===== src/rtl/bht_if.sv =====
// Lookup/update/flush bundle between fetch/execute and branch_history_table.
// Optional statistics outputs are present only when BHT_STATS_EN is defined.
interface bht_if #(
    parameter int ADDR_W = 10
);
    logic              BHT_FLUSH;
    logic              BHT_LU_VALID;
    logic              BHT_LU_COND;
    logic              BHT_LU_UNCOND;
    logic [ADDR_W-1:0] BHT_LU_ADDR;
    logic              BHT_PC_LD;
    logic              BHT_PC_SEL;
    logic              BHT_PRED_TAKEN;
    logic              BHT_PRED_HIT;
    logic              BHT_UP_VALID;
    logic [ADDR_W-1:0] BHT_UP_ADDR;
    logic              BHT_UP_TAKEN;
    logic              BHT_UP_MISPRED;
`ifdef BHT_STATS_EN
    logic [15:0]       BHT_STAT_UPD;
    logic [15:0]       BHT_STAT_MISPRED;

    modport master (
        output BHT_FLUSH, BHT_LU_VALID, BHT_LU_COND, BHT_LU_UNCOND, BHT_LU_ADDR,
        output BHT_UP_VALID, BHT_UP_ADDR, BHT_UP_TAKEN, BHT_UP_MISPRED,
        input  BHT_PC_LD, BHT_PC_SEL, BHT_PRED_TAKEN, BHT_PRED_HIT,
        input  BHT_STAT_UPD, BHT_STAT_MISPRED
    );

    modport slave (
        input  BHT_FLUSH, BHT_LU_VALID, BHT_LU_COND, BHT_LU_UNCOND, BHT_LU_ADDR,
        input  BHT_UP_VALID, BHT_UP_ADDR, BHT_UP_TAKEN, BHT_UP_MISPRED,
        output BHT_PC_LD, BHT_PC_SEL, BHT_PRED_TAKEN, BHT_PRED_HIT,
        output BHT_STAT_UPD, BHT_STAT_MISPRED
    );
`else
    modport master (
        output BHT_FLUSH, BHT_LU_VALID, BHT_LU_COND, BHT_LU_UNCOND, BHT_LU_ADDR,
        output BHT_UP_VALID, BHT_UP_ADDR, BHT_UP_TAKEN, BHT_UP_MISPRED,
        input  BHT_PC_LD, BHT_PC_SEL, BHT_PRED_TAKEN, BHT_PRED_HIT
    );

    modport slave (
        input  BHT_FLUSH, BHT_LU_VALID, BHT_LU_COND, BHT_LU_UNCOND, BHT_LU_ADDR,
        input  BHT_UP_VALID, BHT_UP_ADDR, BHT_UP_TAKEN, BHT_UP_MISPRED,
        output BHT_PC_LD, BHT_PC_SEL, BHT_PRED_TAKEN, BHT_PRED_HIT
    );
`endif
endinterface


===== src/rtl/branch_history_table.sv =====
// Fully associative branch history table with saturating counters, round-robin
// replacement and zero-latency lookup. Define BHT_STATS_EN for update statistics.
module branch_history_table #(
    parameter int ENTRIES = 4,
    parameter int ADDR_W  = 10,
    parameter int CNT_W   = 2
) (
    input  logic BHT_CLK,
    input  logic BHT_RST,
    bht_if.slave bus
);
    localparam int               PTR_W       = $clog2(ENTRIES);
    localparam logic [CNT_W-1:0] CNT_MAX     = {CNT_W{1'b1}};
    localparam logic [CNT_W-1:0] CNT_WEAK_T  = {1'b1, {(CNT_W-1){1'b0}}};
    localparam logic [CNT_W-1:0] CNT_WEAK_NT = {1'b0, {(CNT_W-1){1'b1}}};
    localparam logic [PTR_W-1:0] PTR_LAST    = PTR_W'(ENTRIES - 1);

    logic [ENTRIES-1:0] valid;
    logic [ADDR_W-1:0]  tag [ENTRIES];
    logic [CNT_W-1:0]   cnt [ENTRIES];
    logic [PTR_W-1:0]   rr_ptr;

    logic               lu_hit;
    logic [PTR_W-1:0]   lu_idx;
    logic               up_hit;
    logic [PTR_W-1:0]   up_idx;
    logic               has_free;
    logic [PTR_W-1:0]   free_idx;
    logic [PTR_W-1:0]   victim;
    logic               pred_taken;
    logic               pc_ld;

    always_comb begin
        // NOTE: every comb output gets a default first so no path can infer a latch.
        lu_hit   = 1'b0;
        lu_idx   = '0;
        up_hit   = 1'b0;
        up_idx   = '0;
        has_free = 1'b0;
        free_idx = '0;
        // Descending scan: the last assignment wins, leaving the lowest index.
        for (int i = ENTRIES - 1; i >= 0; i--) begin
            if (valid[i] && tag[i] == bus.BHT_LU_ADDR) begin
                lu_hit = 1'b1;
                lu_idx = PTR_W'(i);
            end
            if (valid[i] && tag[i] == bus.BHT_UP_ADDR) begin
                up_hit = 1'b1;
                up_idx = PTR_W'(i);
            end
            if (!valid[i]) begin
                has_free = 1'b1;
                free_idx = PTR_W'(i);
            end
        end
    end

    assign victim = has_free ? free_idx : rr_ptr;

    // A conditional miss predicts static taken; unconditional never reports taken.
    always_comb begin
        pred_taken = bus.BHT_LU_VALID & ~bus.BHT_LU_UNCOND & bus.BHT_LU_COND &
                     (lu_hit ? cnt[lu_idx][CNT_W-1] : 1'b1);
        pc_ld      = bus.BHT_LU_VALID & (bus.BHT_LU_UNCOND | pred_taken);
    end

    assign bus.BHT_PRED_TAKEN = pred_taken;
    assign bus.BHT_PRED_HIT   = bus.BHT_LU_VALID & lu_hit;
    assign bus.BHT_PC_LD      = pc_ld;
    assign bus.BHT_PC_SEL     = pc_ld;

    always_ff @(posedge BHT_CLK or posedge BHT_RST) begin
        if (BHT_RST) begin
            valid  <= '0;
            rr_ptr <= '0;
            // NOTE: the table arrays carry defined reset values, so they reset with the flops.
            for (int i = 0; i < ENTRIES; i++) begin
                tag[i] <= '0;
                cnt[i] <= CNT_WEAK_T;
            end
        end else if (bus.BHT_FLUSH) begin
            valid  <= '0;
            rr_ptr <= '0;
        end else if (bus.BHT_UP_VALID) begin
            // NOTE: non-blocking writes keep same-cycle lookups on pre-edge state.
            if (up_hit) begin
                if (bus.BHT_UP_TAKEN && cnt[up_idx] != CNT_MAX)
                    cnt[up_idx] <= cnt[up_idx] + CNT_W'(1);
                else if (!bus.BHT_UP_TAKEN && cnt[up_idx] != '0)
                    cnt[up_idx] <= cnt[up_idx] - CNT_W'(1);
            end else begin
                valid[victim] <= 1'b1;
                tag[victim]   <= bus.BHT_UP_ADDR;
                cnt[victim]   <= bus.BHT_UP_TAKEN ? CNT_WEAK_T : CNT_WEAK_NT;
                if (!has_free)
                    rr_ptr <= (rr_ptr == PTR_LAST) ? '0 : rr_ptr + PTR_W'(1);
            end
        end
    end

`ifdef BHT_STATS_EN
    logic [15:0] stat_upd;
    logic [15:0] stat_mispred;

    always_ff @(posedge BHT_CLK or posedge BHT_RST) begin
        if (BHT_RST) begin
            stat_upd     <= '0;
            stat_mispred <= '0;
        end else if (bus.BHT_UP_VALID && !bus.BHT_FLUSH) begin
            if (stat_upd != 16'hFFFF)
                stat_upd <= stat_upd + 16'd1;
            if (bus.BHT_UP_MISPRED && stat_mispred != 16'hFFFF)
                stat_mispred <= stat_mispred + 16'd1;
        end
    end

    assign bus.BHT_STAT_UPD     = stat_upd;
    assign bus.BHT_STAT_MISPRED = stat_mispred;
`else
    logic unused_mispred;
    assign unused_mispred = bus.BHT_UP_MISPRED;
`endif
endmodule


===== src/flat_wrapper.sv =====
// flat-port wrapper written by rule: the top's interface ports become plain ports
module branch_history_table_flat 
#(
    parameter int ENTRIES = 4,
    parameter int ADDR_W  = 10,
    parameter int CNT_W   = 2
)
  (BHT_CLK, BHT_RST, bus_BHT_FLUSH, bus_BHT_LU_VALID, bus_BHT_LU_COND, bus_BHT_LU_UNCOND, bus_BHT_LU_ADDR, bus_BHT_UP_VALID, bus_BHT_UP_ADDR, bus_BHT_UP_TAKEN, bus_BHT_UP_MISPRED, bus_BHT_PC_LD, bus_BHT_PC_SEL, bus_BHT_PRED_TAKEN, bus_BHT_PRED_HIT);
  bht_if #(.ADDR_W(ADDR_W)) bus_i ();
  input  logic BHT_CLK;
  input  logic BHT_RST;
  input wire logic [$bits(bus_i.BHT_FLUSH)-1:0] bus_BHT_FLUSH;
  input wire logic [$bits(bus_i.BHT_LU_VALID)-1:0] bus_BHT_LU_VALID;
  input wire logic [$bits(bus_i.BHT_LU_COND)-1:0] bus_BHT_LU_COND;
  input wire logic [$bits(bus_i.BHT_LU_UNCOND)-1:0] bus_BHT_LU_UNCOND;
  input wire logic [$bits(bus_i.BHT_LU_ADDR)-1:0] bus_BHT_LU_ADDR;
  input wire logic [$bits(bus_i.BHT_UP_VALID)-1:0] bus_BHT_UP_VALID;
  input wire logic [$bits(bus_i.BHT_UP_ADDR)-1:0] bus_BHT_UP_ADDR;
  input wire logic [$bits(bus_i.BHT_UP_TAKEN)-1:0] bus_BHT_UP_TAKEN;
  input wire logic [$bits(bus_i.BHT_UP_MISPRED)-1:0] bus_BHT_UP_MISPRED;
  output wire logic [$bits(bus_i.BHT_PC_LD)-1:0] bus_BHT_PC_LD;
  output wire logic [$bits(bus_i.BHT_PC_SEL)-1:0] bus_BHT_PC_SEL;
  output wire logic [$bits(bus_i.BHT_PRED_TAKEN)-1:0] bus_BHT_PRED_TAKEN;
  output wire logic [$bits(bus_i.BHT_PRED_HIT)-1:0] bus_BHT_PRED_HIT;
  assign bus_i.BHT_FLUSH = bus_BHT_FLUSH;
  assign bus_i.BHT_LU_VALID = bus_BHT_LU_VALID;
  assign bus_i.BHT_LU_COND = bus_BHT_LU_COND;
  assign bus_i.BHT_LU_UNCOND = bus_BHT_LU_UNCOND;
  assign bus_i.BHT_LU_ADDR = bus_BHT_LU_ADDR;
  assign bus_i.BHT_UP_VALID = bus_BHT_UP_VALID;
  assign bus_i.BHT_UP_ADDR = bus_BHT_UP_ADDR;
  assign bus_i.BHT_UP_TAKEN = bus_BHT_UP_TAKEN;
  assign bus_i.BHT_UP_MISPRED = bus_BHT_UP_MISPRED;
  assign bus_BHT_PC_LD = bus_i.BHT_PC_LD;
  assign bus_BHT_PC_SEL = bus_i.BHT_PC_SEL;
  assign bus_BHT_PRED_TAKEN = bus_i.BHT_PRED_TAKEN;
  assign bus_BHT_PRED_HIT = bus_i.BHT_PRED_HIT;
  branch_history_table #(.ENTRIES(ENTRIES), .ADDR_W(ADDR_W), .CNT_W(CNT_W)) u_core (.BHT_CLK(BHT_CLK), .BHT_RST(BHT_RST), .bus(bus_i));
endmodule

===== config.mk =====
export PLATFORM = sky130hd
export DESIGN_NAME = branch_history_table_flat
export DESIGN_NICKNAME = d
export VERILOG_FILES = /design/src/rtl/bht_if.sv /design/src/rtl/branch_history_table.sv /design/src/flat_wrapper.sv
export SDC_FILE = /design/constraint.sdc
export NUM_CORES = 1
export LEC_CHECK = 0
export BUFFER_PORTS_ARGS = -buffer_cell sky130_fd_sc_hd__buf_2
export CORE_MARGIN = 4
export CORE_UTILIZATION = 40
export CTS_BUF_LIST = sky130_fd_sc_hd__clkbuf_4
export CTS_CLUSTER_SIZE = 40
export DETAILED_ROUTE_END_ITERATION = 6
export REMOVE_ABC_BUFFERS = 1
export SLEW_MARGIN = 20
export SYNTH_ARGS = -nofsm -noshare
export SYNTH_HDL_FRONTEND = slang
export SYNTH_SLANG_ARGS = --single-unit

===== constraint.sdc =====
create_clock -name BHT_CLK -period 3.2 [get_ports BHT_CLK]
set_input_delay 0.16 -clock BHT_CLK [delete_from_list [all_inputs] [get_ports BHT_CLK]]
set_output_delay 0.16 -clock BHT_CLK [all_outputs]
set_load 0.1 [all_outputs]

==> impl.org <==
** Final layout
- Ratio of cells with drive above 1 in the final layout :: 41.7%
- The library cells used most frequently in the layout, excluding fill and tap cells, are sky130_fd_sc_hd__dfrtp_1 (50), sky130_fd_sc_hd__xnor2_1 (49), sky130_fd_sc_hd__buf_4 (45).
- Leaving out fill and tap cells, the most frequent cell in the layout is sky130_fd_sc_hd__dfrtp_1.
- Multi-input gate area :: 2380 um2
- Summing all flip-flop and latch instances after layout gives 1360 um2.
- After the last flow step, the layout net total stands at 444.
- Antenna diode count :: 0
- Layout Area Growth over Synthesis :: 22.4%
- After filler insertion, the fill cell instance count of the layout stands at 804.

** Power and ir drop
- The analysis attributes to cell leakage a power of 0.00191 uW.
- Pwr Density :: 533 nW/um2
- The completed layout was analyzed and its total power is 2380 uW.
- VDD IR-drop max :: 273 uV

** Timing
- The hold violation count in the final report is 0.
- In the final timing run, aggregate negative setup slack is 0 ns.
- The max-slew violation total from the final report is 0.
- Between clock sinks in the finished design, the worst skew comes to 0.0144 ns.
- Setup violations remaining at the end of the flow were counted as 0.
- Setup repair after global routing could not meet its margin everywhere.
- The smallest clock period supported by the final layout is computed as 3.06 ns.
- Highest achievable clock rate :: 0.327 GHz
- Final hold analysis gives a worst-case slack of 0.151 ns.
- In this run the tightest slew margin relative to its limit is 41.5%.
- Transition time of the tightest slew-check pin :: 0.876 ns
- Period utilisation layout :: 95.7%
- Once routing completed, OpenROAD measured the worst setup slack at 0.138 ns.

** Route
- Detailed-routing iteration count for the pre-antenna-repair pass :: 4
- DR DRC count :: 0
- Summed over all layers, the routed wires come to 9860 um.
- After the first detailed-routing iteration, the DRC count stood at 145.
- Antenna violation net count after detailed routing :: 0
- Total via count after detailed routing :: 2889
- Mean routed wirelength per cell :: 19.0 um
- After detailed routing, the number of vias per cell comes to 5.56.

** Die
- The die is 104 um wide.
- The die covers 10700 um2.
- I/O pins :: 33
- Core region area :: 8810 um2
- Measured along the y axis, the die boundary spans 104 um.
- Once the floorplan was initialized, standard cells occupied 41.5% of the core.
- Number of rows created at floorplan :: 34

** Setup path
- The critical path goes through xnor2_1 > nand4_1 > nor3_2 > buf_4 > nand2b_1 > nor2_1 > a211o_1 > ha_1 > mux2_4 > o21ai_2 > and3_4 > a21boi_4 > mux2_4.
- Cell mode on critical path :: sky130_fd_sc_hd__mux2_4
- Counting both buffers and inverters, the worst setup path holds a total of 1.
- Required time of the worst setup path :: 3.55 ns
- Setup slack of the worst register-to-register path :: 0.14 ns
- Startpoint type of the worst setup path :: flop
- For this run, the slowest stage of the critical path takes 0.45 ns.
- Measured in cells, the most critical reg-to-reg path has a length of 13.
- R2r startpoint :: u_core.tag[33]$_DFFE_PP0P_
- The slowest stage of the critical path belongs to the cell sky130_fd_sc_hd__dfrtp_1.
- Among cell families on the critical path, the largest total delay comes from simple AND/OR/NAND/NOR gates.
- By startpoint and endpoint, the worst setup path is classified as reg -> reg.
- Largest fanout on the critical path :: 5
- Data on the critical path arrives at its endpoint at 3.41 ns.
- The endpoint identified for the worst register-to-register timing path is u_core.cnt[1]$_DFFE_PP1P_.
- STA classifies the critical path endpoint as a flop.

** Hold path
- Number of stages on the worst hold path :: 2
- In this run the worst hold path is classified as in -> reg.
- Hold path startpoint :: bus_BHT_UP_ADDR[3]
- Hold worst-path end :: u_core.tag[33]$_DFFE_PP0P_

** CTS
- Maximum level of the CTS H-tree :: 2
- Clock latency on the worst-skew pair, taken at its later pin, is 0.40 ns.
- TritonCTS built the clock tree.
- Number of buffers between clock root and the deepest sink :: 2
- Number of CTS-inserted buffers :: 5
- Clock net sink count :: 54
- After clock tree synthesis, the clock-pin slew on the worst setup and hold paths is 0.17 ns.
- Clock root buffer master :: sky130_fd_sc_hd__clkbuf_4

** Yosys
- Portion of the post-synthesis area used by sequential elements :: 37.1%
- Async set-reset flop share out of synthesis :: 100%
- Mapped Area :: 3650 um2
- Number of standard cells after synthesis :: 353
- Yosys printed 0 warnings.
- The synthesized netlist contains 50 unique library cells.
- Top_reg_cell synth :: sky130_fd_sc_hd__dfrtp_1
- Counting flops and latches in the post-synthesis netlist gives 54.
- In this run, synthesis inferred 0 flip-flops with an integrated enable.
- In this run the mean area of a mapped cell was 10.3 um2.

** Placement
- Number of input and output port buffers inserted :: 31
- After legalization and detailed placement, the total HPWL measured 7640 um.
- At the end of routability-driven placement, the weighted congestion stood at 0.952.
- Prior to clock tree synthesis, the placed netlist has a worst setup slack of -0.155 ns.

** Status
- The run finished with clean final reports.

** Flow run
- The tool flagged a number of max-cap violations equal to 0.

** Global route
- Pin count of the biggest net entering global routing :: 41
- For this run, the total global-route usage over all layers was measured as 18.6%.
- The total overflow left after global routing is 0.
- The number of antenna violations at the first check in global routing is 0.
- Via count of the first global-routing pass :: 2987
- First-pass GRT wire length :: 15900 um
==> cell families (layout without fill, tap and decap cells) <==
group / Yosys count / in the layout / synth area share [%]
simple gates: 95 / 95 / 14.5
xor+xnor: 80 / 80 / 19.2
flops: 54 / 54 / 37.1
mux: 46 / 46 / 14.9
compound gates: 42 / 42 / 8.43
buf+inv: 33 / 92 / 4.86
fa+ha+maj: 3 / 3 / 1.03
==> metrics by stage <==
| step | cell area [um2] | utilization [%] | instances |
|---|---|---|---|
| 5_1_grt | 4470 | 50.8 | 520 |
| 4_1_cts | 4230 | 48.0 | 518 |
| 2_1_floorplan | 3500 | - | 326 |
| 3_3_place_gp | 4120 | 46.8 | 509 |
| 3_5_place_dp | 4120 | 46.8 | 509 |
| 6_report | 4470 | 50.8 | 520 |
==> cell type report <==
class	instances	share of cell area (%)
inverter	6	0.504
clock inverter	2	0.336
clock buffer	5	0.840
timing repair buffer	79	11.8
sequential	54	30.3
tap	108	3.02
multi-input combinational	266	53.2
==> metal layers <==
| layer | routed length, um | track usage (%) | vias to the layer above |
|---|---|---|---|
| li1 | - | - | 1371 |
| met1 | 4460 | 24.6 | 1430 |
| met2 | 4800 | 31.7 | 74 |
| met3 | 477 | 3.67 | 14 |
| met4 | 119 | 3.89 | 0 |
| met5 | 0 | 0 | - |
==> power breakdown <==
group          total [uW]  switching, uW  internal, uW
registers            1040            184           858
logic                1020            468           549
clock network         323            241          81.7
total                2380            893          1490
==> how the worst max path moves through the flow <==
stage                                           from                         to  slack (ns)  cells after the start
after global placement    u_core.tag[32]$_DFFE_PP0P_  u_core.cnt[1]$_DFFE_PP1P_       -0.02                     13
after detailed placement  u_core.tag[10]$_DFFE_PP0P_  u_core.cnt[1]$_DFFE_PP1P_       -0.16                     13
final                     u_core.tag[33]$_DFFE_PP0P_  u_core.cnt[1]$_DFFE_PP1P_        0.14                     13
after CTS                  u_core.tag[8]$_DFFE_PP0P_  u_core.cnt[1]$_DFFE_PP1P_      -0.004                     12
after global routing      u_core.tag[14]$_DFFE_PP0P_  u_core.cnt[1]$_DFFE_PP1P_      -0.009                     13
after floorplan           u_core.tag[17]$_DFFE_PP0P_  u_core.cnt[6]$_DFFE_PP0P_        0.08                     12
==> what timing repair did <==
action | in CTS | in global routing
setup endpoints to repair | 7 | 8
hold buffers | 2 | 0
gates resized for setup | 7 | 39
setup buffers | 0 | 2
pin swaps | 0 | 10
hold endpoints to repair | 38 | 0
==> synth_stat cells (2+ instances only) <==
library cell               instances  area share, %
sky130_fd_sc_hd__buf_2             4           0.55
sky130_fd_sc_hd__xnor2_1          68             16
sky130_fd_sc_hd__or4_1             2           0.41
sky130_fd_sc_hd__nor2b_1           2           0.34
sky130_fd_sc_hd__mux2_1            3           0.92
sky130_fd_sc_hd__dfstp_2           4            2.9
sky130_fd_sc_hd__a21o_1            6            1.2
sky130_fd_sc_hd__xor2_1           12            2.9
sky130_fd_sc_hd__buf_4            11            2.3
sky130_fd_sc_hd__nand3_1          14            1.9
sky130_fd_sc_hd__a211o_1           2           0.48
sky130_fd_sc_hd__mux2i_1           3           0.82
sky130_fd_sc_hd__mux2_4            8            3.3
sky130_fd_sc_hd__ha_1              3            1.0
sky130_fd_sc_hd__or3_1             3           0.51
sky130_fd_sc_hd__nand2b_1          2           0.34
sky130_fd_sc_hd__nand2_1           8           0.82
sky130_fd_sc_hd__dfrtp_1          50             34
sky130_fd_sc_hd__nand4_1          20            3.4
sky130_fd_sc_hd__o31ai_1           2           0.41
sky130_fd_sc_hd__inv_1             6           0.62
sky130_fd_sc_hd__nor2_1           14            1.4
sky130_fd_sc_hd__o22ai_1           5           0.86
sky130_fd_sc_hd__a22o_1            5            1.2
sky130_fd_sc_hd__or2_2             2           0.34
sky130_fd_sc_hd__nand4b_1          2           0.48
sky130_fd_sc_hd__o21ai_0           6           0.82
sky130_fd_sc_hd__nor4_1            6            1.0
sky130_fd_sc_hd__nor3_1           16            2.2
sky130_fd_sc_hd__mux2_2           32            9.9
sky130_fd_sc_hd__a21oi_1           3           0.41
sky130_fd_sc_hd__a211oi_1          2           0.41
sky130_fd_sc_hd__clkbuf_1         10            1.0
==> registers in the layout, indices dropped and copies added (netlist names) <==
name / cells
u_core.cnt: 8
u_core.tag: 40
u_core.rr_ptr: 2
u_core.valid: 4
Power figures use the tool's default switching activity.
